## src/rtl/key_matrix_pkg.sv

```systemverilog
// Shared definitions for the keyboard-matrix row store: engine state encoding,
// event field packing width and the released-level pattern.
package key_matrix_pkg;

  localparam int unsigned MAX_COLS = 32;

  typedef logic [1:0] eng_state_t;

  localparam eng_state_t ST_IDLE  = 2'd0;
  localparam eng_state_t ST_APPLY = 2'd1;
  localparam eng_state_t ST_HOLD  = 2'd2;

  // Events are packed {press, row, col}, press in the MSB.
  function automatic int unsigned ev_width(input int unsigned aw, input int unsigned cw);
    return 1 + aw + cw;
  endfunction

  function automatic logic [MAX_COLS-1:0] rel_pattern(input bit active_low);
    return active_low ? {MAX_COLS{1'b1}} : {MAX_COLS{1'b0}};
  endfunction

endpackage

```

## src/rtl/key_event_fifo.sv

```systemverilog
// Synchronous FIFO for queued host key events; extra pointer bit separates full from empty.
module key_event_fifo
  import key_matrix_pkg::*;
#(
  parameter int unsigned WIDTH = 8,
  parameter int unsigned DEPTH = 8
) (
  input  logic             CLK,
  input  logic             RESET,
  input  logic             i_push,
  input  logic [WIDTH-1:0] i_wdata,
  input  logic             i_pop,
  output logic [WIDTH-1:0] o_rdata,
  output logic             o_full,
  output logic             o_empty
);

  localparam int unsigned PW = $clog2(DEPTH);
  localparam logic [PW:0] PTR_ONE = (PW + 1)'(1);

  logic [WIDTH-1:0] r_mem [DEPTH];
  logic [PW:0]      r_wptr;
  logic [PW:0]      r_rptr;
  logic             w_push;
  logic             w_pop;

  assign o_empty = (r_wptr == r_rptr);
  assign o_full  = (r_wptr[PW] != r_rptr[PW]) && (r_wptr[PW-1:0] == r_rptr[PW-1:0]);
  assign w_pop   = i_pop && !o_empty;
  // A pop in the same cycle frees the slot, so a full FIFO may still accept.
  assign w_push  = i_push && (!o_full || w_pop);
  assign o_rdata = r_mem[r_rptr[PW-1:0]];

  always_ff @(posedge CLK) begin
    if (w_push) begin
      r_mem[r_wptr[PW-1:0]] <= i_wdata;
    end
  end

  always_ff @(posedge CLK) begin
    if (RESET) begin
      r_wptr <= '0;
      r_rptr <= '0;
    end else begin
      if (w_push) r_wptr <= r_wptr + PTR_ONE;
      if (w_pop)  r_rptr <= r_rptr + PTR_ONE;
    end
  end

endmodule

```

## src/rtl/key_matrix_ram.sv

```systemverilog
// Keyboard-matrix row store: CPU byte port, scanner row-combine port and a host event
// engine that applies each queued key event and then holds off for HOLD_CYC cycles.
module key_matrix_ram
  import key_matrix_pkg::*;
#(
  parameter int unsigned ROWS       = 8,
  parameter int unsigned COLS       = 8,
  parameter int unsigned ACTIVE_LOW = 0,
  parameter int unsigned EV_DEPTH   = 8,
  parameter int unsigned HOLD_CYC   = 1024,
  localparam int unsigned AW = $clog2(ROWS),
  localparam int unsigned CW = (COLS > 1) ? $clog2(COLS) : 1
) (
  input  logic            CLK,
  input  logic            RESET,
  input  logic [AW-1:0]   A,
  input  logic            WR,
  input  logic [COLS-1:0] DI,
  output logic [COLS-1:0] DO,
  input  logic [ROWS-1:0] KEY_SEL,
  output logic [COLS-1:0] KEY_VAL,
  input  logic            EV_VALID,
  output logic            EV_READY,
  input  logic [AW-1:0]   EV_ROW,
  input  logic [CW-1:0]   EV_COL,
  input  logic            EV_PRESS,
  output logic            EV_BUSY
);

  localparam int unsigned         EVW     = ev_width(AW, CW);
  localparam int unsigned         HW      = (HOLD_CYC > 1) ? $clog2(HOLD_CYC) : 1;
  localparam bit                  AL      = (ACTIVE_LOW != 0);
  localparam logic [MAX_COLS-1:0] REL_W   = rel_pattern(AL);
  localparam logic [COLS-1:0]     REL     = REL_W[COLS-1:0];
  localparam logic [AW:0]         ROWS_W  = (AW + 1)'(ROWS);
  localparam logic [CW:0]         COLS_W  = (CW + 1)'(COLS);
  localparam logic [HW-1:0]       HOLD_LD = HW'(HOLD_CYC - 1);
  localparam logic [HW-1:0]       HOLD_1  = HW'(1);

  logic [COLS-1:0] r_ram [ROWS];
  logic [COLS-1:0] w_ram_d [ROWS];
  logic [COLS-1:0] r_do;
  logic [COLS-1:0] r_key_val;
  logic [COLS-1:0] w_rd_row;
  logic [COLS-1:0] w_scan;
  logic            w_a_ok;
  logic            w_cpu_wr;

  eng_state_t      r_state;
  eng_state_t      w_state_d;
  logic [HW-1:0]   r_hold;
  logic [HW-1:0]   w_hold_d;
  logic [EVW-1:0]  r_ev;
  logic [EVW-1:0]  w_fifo_rdata;
  logic            w_fifo_full;
  logic            w_fifo_empty;
  logic            w_pop;
  logic            w_apply_go;
  logic [AW-1:0]   w_ev_row;
  logic [CW-1:0]   w_ev_col;
  logic            w_ev_ok;
  logic            w_ev_level;

  assign w_a_ok   = ({1'b0, A} < ROWS_W);
  assign w_cpu_wr = WR && w_a_ok;
  assign w_rd_row = w_a_ok ? r_ram[A] : REL;

  assign w_ev_row   = r_ev[CW +: AW];
  assign w_ev_col   = r_ev[CW-1:0];
  assign w_ev_ok    = ({1'b0, w_ev_row} < ROWS_W) && ({1'b0, w_ev_col} < COLS_W);
  assign w_ev_level = r_ev[EVW-1] ^ AL;

  key_event_fifo #(
    .WIDTH (EVW),
    .DEPTH (EV_DEPTH)
  ) u_fifo (
    .CLK     (CLK),
    .RESET   (RESET),
    .i_push  (EV_VALID && !w_fifo_full),
    .i_wdata ({EV_PRESS, EV_ROW, EV_COL}),
    .i_pop   (w_pop),
    .o_rdata (w_fifo_rdata),
    .o_full  (w_fifo_full),
    .o_empty (w_fifo_empty)
  );

  always_comb begin
    w_scan = REL;
    for (int r = 0; r < ROWS; r++) begin
      if (KEY_SEL[r]) w_scan = AL ? (w_scan & r_ram[r]) : (w_scan | r_ram[r]);
    end
  end

  always_comb begin
    w_state_d  = r_state;
    w_hold_d   = r_hold;
    w_pop      = 1'b0;
    w_apply_go = 1'b0;
    unique case (r_state)
      ST_IDLE: begin
        if (!w_fifo_empty) begin
          w_pop     = 1'b1;
          w_state_d = ST_APPLY;
        end
      end
      ST_APPLY: begin
        // A CPU write to the same row wins; the engine retries on the next cycle.
        if (!(WR && (A == w_ev_row))) begin
          w_apply_go = 1'b1;
          w_hold_d   = HOLD_LD;
          w_state_d  = ST_HOLD;
        end
      end
      ST_HOLD: begin
        if (r_hold == '0) w_state_d = ST_IDLE;
        else              w_hold_d  = r_hold - HOLD_1;
      end
      default: w_state_d = ST_IDLE;
    endcase
  end

  always_comb begin
    for (int r = 0; r < ROWS; r++) begin
      w_ram_d[r] = r_ram[r];
      if (w_cpu_wr && (A == AW'(r))) w_ram_d[r] = DI;
      if (w_apply_go && w_ev_ok && (w_ev_row == AW'(r))) w_ram_d[r][w_ev_col] = w_ev_level;
    end
  end

  always_ff @(posedge CLK) begin
    if (RESET) begin
      for (int r = 0; r < ROWS; r++) r_ram[r] <= REL;
      r_do      <= '0;
      r_key_val <= REL;
      r_state   <= ST_IDLE;
      r_hold    <= '0;
      r_ev      <= '0;
    end else begin
      for (int r = 0; r < ROWS; r++) r_ram[r] <= w_ram_d[r];
      r_do      <= w_rd_row;
      r_key_val <= w_scan;
      r_state   <= w_state_d;
      r_hold    <= w_hold_d;
      if (w_pop) r_ev <= w_fifo_rdata;
    end
  end

  assign DO       = r_do;
  assign KEY_VAL  = r_key_val;
  assign EV_READY = !w_fifo_full;
  assign EV_BUSY  = !w_fifo_empty || (r_state != ST_IDLE);

endmodule

```

## config.mk

```make
export PLATFORM = sky130hd
export DESIGN_NAME = key_matrix_ram
export DESIGN_NICKNAME = d
export VERILOG_FILES = /design/src/rtl/key_matrix_pkg.sv /design/src/rtl/key_event_fifo.sv /design/src/rtl/key_matrix_ram.sv
export SDC_FILE = /design/constraint.sdc
export NUM_CORES = 1
export LEC_CHECK = 0
export CAP_MARGIN = 20
export CORE_MARGIN = 2
export CORE_UTILIZATION = 35
export DETAILED_ROUTE_END_ITERATION = 8
export HOLD_SLACK_MARGIN = 0.06
export PLACE_DENSITY = 0.54
export SETUP_SLACK_MARGIN = 0.05
export SYNTH_ARGS = -nofsm -noshare
export SYNTH_HDL_FRONTEND = slang
export SYNTH_HIERARCHICAL = 1
export SYNTH_SLANG_ARGS = --single-unit
export TNS_END_PERCENT = 30
```

## constraint.sdc

```tcl
create_clock -name CLK -period 3 [get_ports CLK]
set_input_delay 0.3 -clock CLK [delete_from_list [all_inputs] [get_ports CLK]]
set_output_delay 0.3 -clock CLK [all_outputs]
set_load 0.02 [all_outputs]
```

==> metrics.md <==
| Metric | Value |
|---|---|
| Status | `complete, no violations` |
| Number of remaining DRC errors | `0` |
| Clock Sink Count | `roughly 170` |
| Reg clk slew, reported paths | `roughly 80 ps` |
| Die footprint | `0.0254 mm^2` |
| RSZ-0062 raised after global routing | `yes` |
| Skew final | `~11 ps` |
| Yosys warnings | `6` |
| #FFs+latches synth | `166` |
| Number of synthesized flops with an enable pin | `56` |
| Core Region | `0.0236 mm^2` |
| Nets | `just over 800` |
| Total negative setup slack | `0 ps` |
| Vias in the first global route | `roughly 6,400` |
| Layout cells sized above 1 | `0.216` |
| Post-Syn Area | `0.00845 mm^2` |
| Final setup viols | `0` |
| Yosys cell types | `57` |
| Main synth FF type | `dfxtp_1` |
| Seq/Total Area, Yosys | `0.460` |
| Worst EP arrival | `slightly below 3000 ps` |
| Largest net degree at the start of global routing | `approximately 60` |
| Initial antenna violation count | `3` |
| Part of the cycle the worst path needs | `0.951` |
| Crit path required time | `roughly 3100 ps` |
| Ys async rst share | `0` |
| Syn_nets | `790` |
| Ports | `48` |
| Pleak | `~3.6 nW` |
| Total grt overflow | `0` |
| Via Count | `6,459` |
| Mapped Cells | `around 760` |
| List of most frequent post-synthesis cells | `dfxtp_1 (110), mux2i_1 (74), nor2_1 (74), edfxtp_1 (56), mux2_2 (53)` |
| Synth-to-Final Area Change | `17.1%` |
| Iter 0 DRT Violations | `693` |
| Initial Util | `0.358` |
| Pre-antenna DRT Iters | `6` |
| WHS Path Cells | `2` |
| Row cnt | `56` |
| GRT Total Usage | `0.186` |
| Worst Tran Pin Value | `between 900 and 1000 ps` |
| Post-layout min period | `2850 ps` |
| Post-synth top area cell | `dfxtp_1` |
| Chip width | `roughly 160 um` |
| Via density per instance | `slightly below 6` |
| Synth top area share | `0.261` |
| Max VDD drop | `about 350 uV` |
| Slew headroom | `0.332` |
| Clock Path Buffers | `2` |
| WS Path Type | `reg -> reg` |
| First-pass GRT wire length | `between 30,000 and 40,000 um` |
| TritonCTS clock tree | `yes` |
| WL/cell | `21.0 um` |
| Post-Route WL | `approximately 23,000 um` |
| Count leader, synth | `dfxtp_1` |
| Top area cells in the synthesized netlist | `dfxtp_1 (26%), edfxtp_1 (20%), mux2i_1 (8.8%), mux4_2 (8.0%), mux2_2 (7.1%)` |
| Die Ht | `roughly 160 um` |
| Power per standard cell area | `between 600 and 700 mW/mm^2` |
| Syn avg cell area | `about 11 um^2` |
| Max_cap viols | `0` |
| PortBufs | `between 40 and 50` |
| CP max FO | `10` |
| RD Place Congestion | `0.836` |
| Routed Antenna Nets | `0` |
| Half-perimeter wire length after placement | `~16,000 um` |
| HP Class | `in -> reg` |
| Critical Path Sink Type | `flop` |
| TritonCTS Buffers | `17` |
| Fmax | `roughly 0.35 GHz` |
| Fin. Hold Viols | `0` |
| Worst-skew pair later-pin latency | `440 ps` |
| Root cell of the clock tree | `clkbuf_16` |
| R2R depth | `6` |
| Hold_ws | `between 200 and 250 ps` |
| Max-slew violations | `0` |
| H-tree depth | `4` |
| CP startpoint kind | `flop` |
[cell usage in the layout (no fill, tap or decap), types with 3 or more instances in the layout]
| cell | instances |
|---|---|
| buf_4 | 36 |
| ha_1 | 3 |
| a21oi_1 | 15 |
| nor3b_1 | 3 |
| or3_1 | 5 |
| xnor2_1 | 7 |
| nor2_1 | 74 |
| nand4b_1 | 3 |
| nand2b_1 | 10 |
| inv_1 | 7 |
| mux4_2 | 30 |
| a311oi_1 | 16 |
| inv_6 | 3 |
| clkbuf_16 | 17 |
| clkinv_8 | 4 |
| dfxtp_1 | 110 |
| mux2_2 | 53 |
| a41o_1 | 17 |
| xor2_1 | 3 |
| nor2b_1 | 7 |
| nor4bb_2 | 3 |
| nor4_1 | 3 |
| a31o_2 | 4 |
| a31oi_1 | 8 |
| a41oi_1 | 8 |
| edfxtp_1 | 56 |
| nand3_1 | 47 |
| o21ai_0 | 8 |
| inv_8 | 4 |
| nand2_1 | 24 |
| nor3_1 | 12 |
| mux2i_1 | 74 |
| a22oi_1 | 32 |
| clkdlybuf4s50_1 | 46 |
| nand4_1 | 7 |
[per-layer routing]
metal | global-route usage | up-vias | share of wire | wire, um
li1 | - | 2966 | - | -
met1 | 0.237 | 3186 | 0.42 | 9900
met2 | 0.314 | 259 | 0.49 | 11500
met3 | 0.0443 | 44 | 0.066 | 1550
met4 | 0.0550 | 4 | 0.021 | 485
met5 | 0 | - | 0.0013 | 30
[timing repair]
action / in CTS / in global routing
resized for setup: 0 / 1
hold endpoints to repair: 0 / 0
setup endpoints to repair: 0 / 14
buffers inserted: 0 / 0
hold buffers: 0 / 0
[sequential cells by signal, indices dropped and copies added, names as in the netlist, named ones only]
name / count
u_fifo/r_rptr: 4
r_state: 2
DO: 8
r_hold: 10
r_ram: 64
u_fifo/r_mem: 56
u_fifo/r_wptr: 4
KEY_VAL: 8
r_ev: 7
[layout make-up]
class / count / area [um^2]
Fill cell: 2218 / 13700
Multi-Input combinational cell: 506 / 4210
Sequential cell: 166 / 3880
Timing Repair Buffer: 84 / 743
Clock buffer: 17 / 425
Tap cell: 319 / 399
Clock inverter: 15 / 186
Inverter: 9 / 33.8
Antenna cell: 1 / 2.50
[metrics by stage]
step / std cells / worst slack (ps) / cell area [um^2] / util / power (W)
4_1_cts: 1114 / 168 / 9870 / 0.418 / 0.00657
2_1_floorplan: 757 / 326 / 8450 / - / 0.00383
3_3_place_gp: 1082 / 279 / 9250 / 0.392 / 0.00428
3_5_place_dp: 1082 / 149 / 9250 / 0.392 / 0.00434
5_1_grt: 1116 / 0.735 / 9880 / 0.419 / 0.00684
6_report: 1117 / 146 / 9890 / 0.419 / 0.00653
[path summary, 6_finish.rpt]
kind / from / end / slack, ps
worst max-delay path: u_fifo/r_wptr[0] / u_fifo/r_mem[2][4] / 150
worst min-delay path: RESET / flop / 240
worst max register to register: u_fifo/r_wptr[0] / u_fifo/r_mem[2][4] / 150
worst min register to register: r_hold[0] / r_hold[0] / 510
[logic make-up (layout without fill, tap and decap cells)]
logic type,count (synthesis),after routing,synth area share
compound gates,123,123,0.114
xor+xnor,10,10,0.0104
fa+ha+maj,3,3,0.00444
buf+inv,85,125,0.0459
flops,166,166,0.460
mux,157,157,0.238
other cells,0,1,0
simple gates,213,213,0.127
[critical path, cell delays in order, from the launching register on]
cell	delay, ps
dfxtp_1	540
xnor2_1	170
nand4_1	190
inv_2	90
nor2b_1	320
o21ai_0	300
nor3_1	870
[report_power, final]
group / internal (W) / switching [W] / total [W]
clock: 0.00114 / 0.00109 / 0.00223
sequential: 0.00248 / 0.000225 / 0.00271
combinational: 0.000628 / 0.000962 / 0.00159
total: 0.00425 / 0.00228 / 0.00653
Note: power is estimated with default switching activity, not from simulation.
